`config.mk`:
```
export PLATFORM = sky130hd
export DESIGN_NAME = ocr_multichannel_relay
export DESIGN_NICKNAME = d
export VERILOG_FILES = /design/src/rtl/ocr_multichannel_relay.sv
export SDC_FILE = /design/constraint.sdc
export NUM_CORES = 1
export LEC_CHECK = 0
export ABC_AREA = 1
export CAP_MARGIN = 20
export CORE_UTILIZATION = 40
export CTS_CLUSTER_DIAMETER = 50
export DETAILED_ROUTE_END_ITERATION = 10
export PLACE_DENSITY = 0.57
export RECOVER_POWER = 25
export SETUP_SLACK_MARGIN = 0.1
export SLEW_MARGIN = 20
export SYNTH_ARGS = -nofsm -noshare
export SYNTH_HDL_FRONTEND = slang
export SYNTH_SLANG_ARGS = --single-unit
```
`constraint.sdc`:
```
create_clock -name clk_800hz -period 4.3 [get_ports clk_800hz]
set_input_delay 0.86 -clock clk_800hz [delete_from_list [all_inputs] [get_ports clk_800hz]]
set_output_delay 0.86 -clock clk_800hz [all_outputs]
set_load 0.02 [all_outputs]
```
`src/rtl/ocr_multichannel_relay.sv`:
```
// Multi-channel overcurrent relay: per-channel instantaneous high-set stage plus
// definite-time delayed stage with pickup/dropout hysteresis and optional trip latching.
module ocr_multichannel_relay #(
  parameter int unsigned NCH        = 3,
  parameter int unsigned W          = 16,
  parameter int unsigned DELAY_W    = 12,
  parameter int unsigned HYST_SHIFT = 4
) (
  input  logic                 clk_800hz,
  input  logic                 reset,
  input  logic                 sample_valid,
  input  logic [NCH*W-1:0]     I_rms_bus,
  input  logic [W-1:0]         I_p,
  input  logic [W-1:0]         I_hs,
  input  logic [DELAY_W-1:0]   t_delay,
  input  logic                 latch_en,
  input  logic                 trip_clear,
  output logic [NCH-1:0]       pickup,
  output logic [NCH-1:0]       trip_ch,
  output logic [NCH-1:0]       trip_inst,
  output logic                 trip_signal
);

  typedef enum logic [1:0] {
    IDLE    = 2'd0,
    PICKUP  = 2'd1,
    TRIPPED = 2'd2
  } state_t;

  state_t               state_q [NCH];
  state_t               state_d [NCH];
  logic [DELAY_W-1:0]   cnt_q   [NCH];
  logic [DELAY_W-1:0]   cnt_d   [NCH];
  logic [NCH-1:0]       inst_q;
  logic [NCH-1:0]       inst_d;
  logic [NCH-1:0]       trip_d;
  logic [W-1:0]         dropout;

  // I_p - (I_p >> k) is always <= I_p, so this cannot underflow.
  always_comb begin
    dropout = I_p - (I_p >> HYST_SHIFT);
  end

  // State register
  always_ff @(posedge clk_800hz or negedge reset) begin
    if (!reset) begin
      for (int unsigned c = 0; c < NCH; c++) begin
        state_q[c] <= IDLE;
        cnt_q[c]   <= '0;
      end
      inst_q      <= '0;
      trip_signal <= 1'b0;
    end else begin
      for (int unsigned c = 0; c < NCH; c++) begin
        state_q[c] <= state_d[c];
        cnt_q[c]   <= cnt_d[c];
      end
      inst_q      <= inst_d;
      trip_signal <= |trip_d;
    end
  end

  // Next-state logic
  logic [W-1:0]       cur;
  logic               hs;
  logic               pu;
  logic               dout;
  logic [DELAY_W-1:0] cnt_inc;

  always_comb begin
    cur     = '0;
    hs      = 1'b0;
    pu      = 1'b0;
    dout    = 1'b0;
    cnt_inc = '0;
    inst_d  = inst_q;
    trip_d  = '0;
    for (int unsigned c = 0; c < NCH; c++) begin
      state_d[c] = state_q[c];
      cnt_d[c]   = cnt_q[c];
      cur        = I_rms_bus[c*W +: W];
      hs         = (I_hs != '0) && (cur >= I_hs);
      pu         = cur >= I_p;
      dout       = cur < dropout;
      cnt_inc    = (cnt_q[c] == '1) ? cnt_q[c] : cnt_q[c] + 1'b1;

      if (trip_clear) begin
        state_d[c] = IDLE;
        cnt_d[c]   = '0;
        inst_d[c]  = 1'b0;
      end else if (sample_valid) begin
        unique case (state_q[c])
          IDLE: begin
            if (hs) begin
              state_d[c] = TRIPPED;
              inst_d[c]  = 1'b1;
            end else if (pu && (t_delay <= DELAY_W'(1))) begin
              state_d[c] = TRIPPED;
              inst_d[c]  = 1'b0;
            end else if (pu) begin
              state_d[c] = PICKUP;
              cnt_d[c]   = DELAY_W'(1);
            end
          end
          PICKUP: begin
            if (hs) begin
              state_d[c] = TRIPPED;
              inst_d[c]  = 1'b1;
            end else if (dout) begin
              state_d[c] = IDLE;
              cnt_d[c]   = '0;
            end else if (cnt_inc >= t_delay) begin
              state_d[c] = TRIPPED;
              cnt_d[c]   = cnt_inc;
              inst_d[c]  = 1'b0;
            end else begin
              cnt_d[c]   = cnt_inc;
            end
          end
          TRIPPED: begin
            if (!latch_en && dout) begin
              state_d[c] = IDLE;
              cnt_d[c]   = '0;
              inst_d[c]  = 1'b0;
            end else if (hs) begin
              inst_d[c]  = 1'b1;
            end
          end
          default: begin
            state_d[c] = IDLE;
            cnt_d[c]   = '0;
            inst_d[c]  = 1'b0;
          end
        endcase
      end
      trip_d[c] = (state_d[c] == TRIPPED);
    end
  end

  // Output decode of registered state
  always_comb begin
    for (int unsigned c = 0; c < NCH; c++) begin
      pickup[c]  = (state_q[c] == PICKUP);
      trip_ch[c] = (state_q[c] == TRIPPED);
    end
    trip_inst = inst_q;
  end

endmodule

```
==> out/results.txt, run 1 <==
Hold EP -> trip_inst[2]$_DFFE_PN0P_
Area growth syn-to-layout -> 29.5%
hold_sp -> trip_inst[2]$_DFFE_PN0P_
H-tree depth -> 2
#FFs+latches synth -> 46
Synth Area in XOR/XNOR -> 0.0288
Worst-Margin Slew -> 1.84 ns
core area -> 20,200 µm²
leading area contributor after synthesis -> ha_1
die area -> 21,100 µm²
Placed Instances -> 1,623
Setup Skew -> 0.0141 ns
Pleak -> 0.00545 µW
DR WL/cell -> 15.3 µm
1st-iter DRT viols -> 435
Ys Warns -> 0
Post-Route WL -> 25,300 µm
complex-gate fraction of the synthesized area -> 0.161
CTS tree -> done
Adder-Cell Fraction of Synth Area -> 0.286
Seq pwr share -> 0.223
clk slew on worst S/H paths -> 0.07 ns
root buffer cell -> clkbuf_16
GRT Util Overall -> 0.244
Tmin final -> 3.95 ns
Port Buffer Count -> 106
DPL Wire Length -> 21,200 µm
I/O Pins -> 107
RSZ-0062 raised after global routing -> no
CP Depth -> 22
status -> complete, but fails checks
1st-pass router iterations -> 5
R2R Path Start -> cnt_q[14]$_DFFE_PN0P_
Setup TNS -> 0 ns
peak supply drop -> 0.138 mV
top-area cell type share of the netlist area -> 0.283
first-pass GRT wire length -> 41,300 µm
power per cell area -> 201 nW/µm²
Final nets -> 1,661
initial antenna violation count -> 0
max_slew headroom -> -0.229
period utilisation layout -> 0.919
dpl ws -> -0.642 ns
worst-path cell chain -> clkdlybuf4s50_1 -> inv_1 -> ha_1 -> a21oi_2 -> o2111ai_2 -> xor2_1 -> buf_4 -> ha_1 -> nand2_1 -> inv_1 -> nand3_2 -> nor2_1 -> nand4_1 -> nor2_1 -> nor2_2 -> nand3_2 -> nand2_1 -> and2_4 -> buf_4 -> buf_12 -> nand3b_1 -> o21ai_2
num rows -> 52
Async S/R FF share, synth -> 1.00
R2R depth -> 28
vias per inst -> 5.11
via count -> 8,428
GP Congestion -> 0.889
pin count of the biggest net entering global routing -> 31
WP data required -> 4.49 ns
Crit-path slowest cell -> clkdlybuf4s50_1
Unique masters post-synth -> 51
Final ANT Viol Nets -> 0
CTS Buf Count -> 5
Sw Share -> 0.416
combinational share of power -> 0.572
Die X -> 145 µm
Synth top cells by count -> 252 x nand2_1, 186 x ha_1, 179 x inv_1
Antenna Cells -> 0
Remaining Overflow, GRT -> 0
post-synthesis instance total -> 1,183
vias in the first global route -> 8,201
R2R Path End -> trip_signal$_DFF_PN0_
Seq/Total Area, Yosys -> 0.140
layout cell share with drive strength beyond 1 -> 0.163
mean area per synthesized cell -> 6.94 µm²
CP top delay family -> buffers and inverters
worst path bufs/invs -> 6
CTS sink cnt -> 46
Worst-Skew Late Latency -> 0.30 ns
Setup Viol. Count Final -> 0
Setup WS post-layout -> 0.349 ns
Post-Syn Area -> 8210 µm²
reg2reg setup slack -> 0.75 ns
syn nets -> 1,467
leading register cell type out of synthesis -> dfrtp_1
CP startpoint kind -> input port
Switching Power -> 892 µW
peak per-stage delay on the critical path -> 0.54 ns
Crit. End Element -> flop
Finished Cell Area -> 10,600 µm²
most frequent cell after synthesis -> nand2_1
Hold Path Class -> flop to flop
post-synthesis mux area share -> 0.00122
Crit Path Max Fanout -> 6
crit path DAT -> 4.15 ns
EDFF count, synth -> 0
placed cell areas -> 10,100 µm²
failing checks -> capacitance limit, slew limit
Die Height -> 145 µm
post-synthesis simple-gate area fraction -> 0.284
Max Root-Sink Buffers -> 2
fin cells -> 1,648
achievable frequency -> 253 MHz
Max Cap Viol -> 1
DRC viols -> 0
clock power share -> 0.205
largest family of logic cells by synthesized area -> adder cells
Initial Util -> 0.407
Crit Path Class -> input port to flop
max-slew violation count -> 31
Power Total -> 2140 µW
Hold Crit Depth -> 2
ranking of synthesized cells by area -> ha_1 28%, dfrtp_1 14%, nand2_1 12%, inv_1 8.2%, a21oi_1 5.9%
Fin. Hold Viols -> 0
internal power -> 1250 µW
==> kinds of logic (layout without fill, tap and decap cells) <==
| kind of cell | after synthesis | after routing |
|---|---|---|
| AND/OR/NAND/NOR | 503 | 504 |
| multiplexers | 1 | 1 |
| buffers and inverters | 198 | 392 |
| AO/OA/AOI/OAI | 221 | 221 |
| adder cells (fa/ha/maj) | 187 | 187 |
| flip-flops | 46 | 46 |
| XOR/XNOR | 27 | 27 |
==> area by class of cell <==
class	instances	area, µm²
fill	2038	9540
multi-input combinational	940	6480
timing repair buffer	201	1820
sequential	46	1150
inverter	183	687
tap	270	338
clock buffer	7	153
clock inverter	1	8.76
==> worst reg2reg max path, delay by kind of cell, from the launching register on <==
family                     cells  cell delay (ns)
DFF                            1             0.39
AOI/OAI and AO/OA              3             0.47
buffers and inverters          4             0.27
adders and majority gates      1             0.24
and+or+nand+nor               20             2.06
==> state kept, by name, indices dropped and copies added, names as in the netlist <==
| register | flops |
|---|---|
| cnt_q | 36 |
| state_q | 6 |
| trip_inst | 3 |
| trip_signal | 1 |
==> worst max path at each step <==
stage             from                    end  slack [ns]
3_5_place_dp    I_p[8]  cnt_q[30]$_DFFE_PN0P_       -0.64
3_3_place_gp    I_p[8]  cnt_q[33]$_DFFE_PN0P_       -0.56
5_1_grt         I_p[6]   cnt_q[2]$_DFFE_PN0P_        0.10
2_1_floorplan  I_p[12]  cnt_q[24]$_DFFE_PN0P_        0.32
6_report       I_p[15]   cnt_q[4]$_DFFE_PN0P_        0.35
4_1_cts         I_p[3]   cnt_q[4]$_DFFE_PN0P_        0.11
==> metal layers <==
metal | vias up | part of all wire | GRT usage
li1 | 4401 | - | -
met1 | 3814 | 0.49 | 0.334
met2 | 178 | 0.45 | 0.400
met3 | 35 | 0.042 | 0.0308
met4 | 0 | 0.024 | 0.0679
met5 | - | 0 | 0
==> power by group through the flow <==
stage	clock network [µW]	registers, µW	logic [µW]
finish	439	479	1220
global route	463	483	1380
CTS	449	479	1210
detailed placement	0	487	1130
global placement	0	487	1120
floorplan	0	491	679
==> placed cells by master (no fill, tap or decap), types with 9 or more instances in the layout <==
| cell type | synthesis | final |
|---|---|---|
| nand2_1 | 252 | 246 |
| nand3_2 | 12 | 13 |
| clkbuf_2 | 0 | 9 |
| a21oi_1 | 97 | 95 |
| inv_1 | 179 | 170 |
| o21ai_2 | 26 | 26 |
| xor2_1 | 24 | 22 |
| nand4_1 | 27 | 27 |
| dfrtp_1 | 46 | 46 |
| o21ai_1 | 11 | 12 |
| inv_2 | 4 | 13 |
| ha_4 | 0 | 10 |
| nor3_1 | 22 | 22 |
| nand3_1 | 65 | 64 |
| nor2_1 | 82 | 78 |
| ha_1 | 186 | 176 |
| o21ai_0 | 43 | 42 |
| clkdlybuf4s50_1 | 0 | 90 |
| buf_4 | 0 | 92 |
| nand2_2 | 6 | 10 |
==> per-stage QoR <==
step	utilization	hold slack [ns]
after CTS	0.523	0.535
after global routing	0.527	0.562
final	0.527	0.525
after global placement	0.502	0.512
after detailed placement	0.502	0.516
after floorplan	-	0.493
==> repair_timing <==
item	in CTS	in global routing
resized for setup	46	47
hold buffers	0	0
pin swaps	16	17
endpoints found under the setup margin	43	44
cloned	3	0
setup buffers	11	3
(Power assumes the default switching activity.)
==> run 2: changes to the inputs <==
Settings changed: RECOVER_POWER 25 to not set, REMOVE_ABC_BUFFERS set to 1.
==> out/results.txt, run 2 (synthesis results as in run 1) <==
Pleak -> 0.00542 µW (-0.65%)
1st-pass router iterations -> 7 (+2)
Finished Cell Area -> 10,700 µm² (+0.22%)
max-slew violation count -> 0 (-100%)
Global Route met2 Usage -> 0.396 (-0.00409)
Critical Path Sink -> cnt_q[11]$_DFFE_PN0P_
WP data required -> 4.52 ns (+0.03 ns)
DPL Wire Length -> 21,000 µm (-0.98%)
DR WL/cell -> 15.2 µm (-1.2%)
Fin. Hold Viols -> 0 (unchanged)
Hold Slack -> 0.494 ns (-0.0313 ns)
Setup TNS -> 0 ns (unchanged)
vias in the first global route -> 8,115 (-1.0%)
Max Cap Viol -> 0 (-1)
Post-Route WL -> 24,900 µm (-1.6%)
R2R Path End -> trip_signal$_DFF_PN0_
commonest non-fill, non-tap cell in the layout -> nand2_1
CP startpoint kind -> input port
Crit Path Class -> input port to flop
Hold Path Class -> flop to flop
Remaining Overflow, GRT -> 0 (unchanged)
max FFs per register -> 36 (unchanged)
status -> finished, final reports clean
Crit Path Max Fanout -> 6 (unchanged)
clk slew on worst S/H paths -> 0.07 ns (about the same)
Worst-Skew Late Latency -> 0.29 ns (about the same)
Max Root-Sink Buffers -> 2 (unchanged)
achievable frequency -> 252 MHz (-0.59%)
GR peak layer -> met2
vias per inst -> 5.12 (about the same)
max_slew headroom -> 0.558 (+0.787)
DRC viols -> 0 (unchanged)
CTS tree -> done
die area -> 21,100 µm² (unchanged)
core area -> 20,200 µm² (unchanged)
Area growth syn-to-layout -> 29.8%
GP Congestion -> 0.869 (-2.2%)
first-pass GRT wire length -> 40,800 µm (-1.0%)
dpl ws -> -0.657 ns (-0.0145 ns)
Final nets -> 1,655 (-0.36%)
R2R Path Start -> cnt_q[14]$_DFFE_PN0P_
Post-CTS Hold Buffers -> 0 (unchanged)
R2R depth -> 26 (-7.1%)
num rows -> 52 (unchanged)
Antenna Cells -> 0 (unchanged)
Worst-Margin Slew -> 0.656 ns (-1.19 ns)
root buffer cell -> clkbuf_16
layout cell share with drive strength beyond 1 -> 0.171 (+0.00812)
RSZ-0062 raised after global routing -> yes
Crit. End Element -> flop
Tmin final -> 3.97 ns (+0.0235 ns)
Final ANT Viol Nets -> 0 (unchanged)
M1 GR Usage -> 0.339 (+0.00498)
period utilisation layout -> 0.924 (+0.00548)
initial antenna violation count -> 0 (unchanged)
Port Buffer Count -> 106 (unchanged)
via count -> 8,399 (-0.34%)
Setup Viol. Count Final -> 0 (unchanged)
most frequent cells in the layout -> 236 x nand2_1, 175 x ha_1, 166 x inv_1, 94 x a21oi_1, 91 x clkdlybuf4s50_1
CP startpoint -> I_p[0]
crit path DAT -> 4.20 ns (+0.05 ns)
I/O Pins -> 107 (unchanged)
Setup WS post-layout -> 0.326 ns (-0.0235 ns)
Setup Skew -> 0.00861 ns (-0.00550 ns)
Die X -> 145 µm (unchanged)
H-tree depth -> 2 (unchanged)
placed cell areas -> 10,100 µm² (-0.25%)
Initial Util -> 0.407 (unchanged)
Reg with most FFs -> cnt_q
CTS sink cnt -> 46 (unchanged)
pin count of the biggest net entering global routing -> 47 (+52%)
GRT Util Overall -> 0.240 (-0.00333)
reg2reg setup slack -> 0.70 ns (-0.05 ns)
Die Height -> 145 µm (unchanged)
CTS Buf Count -> 5 (unchanged)
peak supply drop -> 0.146 mV (+5.8%)
GR Util met3 -> 0.0274 (-0.00346)
1st-iter DRT viols -> 385 (-11%)
power per cell area -> 197 nW/µm² (-2.3%)
## run 2: cell count changes in the layout (fill, tap and decap cells not counted), moves of 3 or more
cell,change
buf_4,-8
inv_1,-4
nand2_1,-10
nand2_2,+10
inv_2,+3
## run 2: cell type report
type,count,area [µm²]
fill,1971,9510
multi-input combinational,940,6540
timing repair buffer,195,1810
sequential,46,1150
inverter,183,689
tap,270,338
clock buffer,5,125
clock inverter,2,10.0
## run 2: power by group
group | internal [µW] | switching (µW)
clock network | 211 | 173
registers | 455 | 23.1
logic | 552 | 685
## run 2: per-layer routing
metal	share of wire	wire length, µm
met4	0.016	409
met1	0.49	12300
met2	0.45	11300
met5	0	0
met3	0.037	932
## run 2: worst min-delay path by stage
stage | from | endpoint | cells past startpoint
floorplan | cnt_q[29]$_DFFE_PN0P_ | cnt_q[29]$_DFFE_PN0P_ | 2
global placement | trip_inst[2]$_DFFE_PN0P_ | trip_inst[2]$_DFFE_PN0P_ | 2
detailed placement | trip_inst[1]$_DFFE_PN0P_ | trip_inst[1]$_DFFE_PN0P_ | 2
CTS | trip_inst[1]$_DFFE_PN0P_ | trip_inst[1]$_DFFE_PN0P_ | 2
global route | trip_inst[2]$_DFFE_PN0P_ | trip_inst[2]$_DFFE_PN0P_ | 2
finish | trip_inst[1]$_DFFE_PN0P_ | trip_inst[1]$_DFFE_PN0P_ | 2
## run 2: metrics by stage
step | instances | utilization | total power, µW
final | 1641 | 0.528 | 2100
after global routing | 1641 | 0.528 | 2290
after CTS | 1640 | 0.520 | 2070
after detailed placement | 1618 | 0.501 | 1620
after global placement | 1618 | 0.501 | 1610
after floorplan | 1168 | - | 1140
## run 2: worst max-delay path, stage by stage
cell	delay (ns)
dlygate4sd2_1	0.26
inv_1	0.06
ha_1	0.15
inv_2	0.06
fa_2	0.40
buf_4	0.18
a21oi_1	0.20
xor2_1	0.19
buf_4	0.17
ha_1	0.23
nand2_1	0.09
o21a_1	0.12
nand2_1	0.12
nand4_1	0.12
nor2_1	0.05
nor2_2	0.16
nand3_2	0.11
nand2_2	0.08
and2_4	0.18
bufbuf_16	0.27
nand3b_2	0.08
o21ai_2	0.06
## run 2: what timing repair did
action	CTS	global route
endpoints found under the setup margin	45	46
cloned	3	0
gates resized for setup	39	77
pin swaps	15	29
setup buffers	12	1
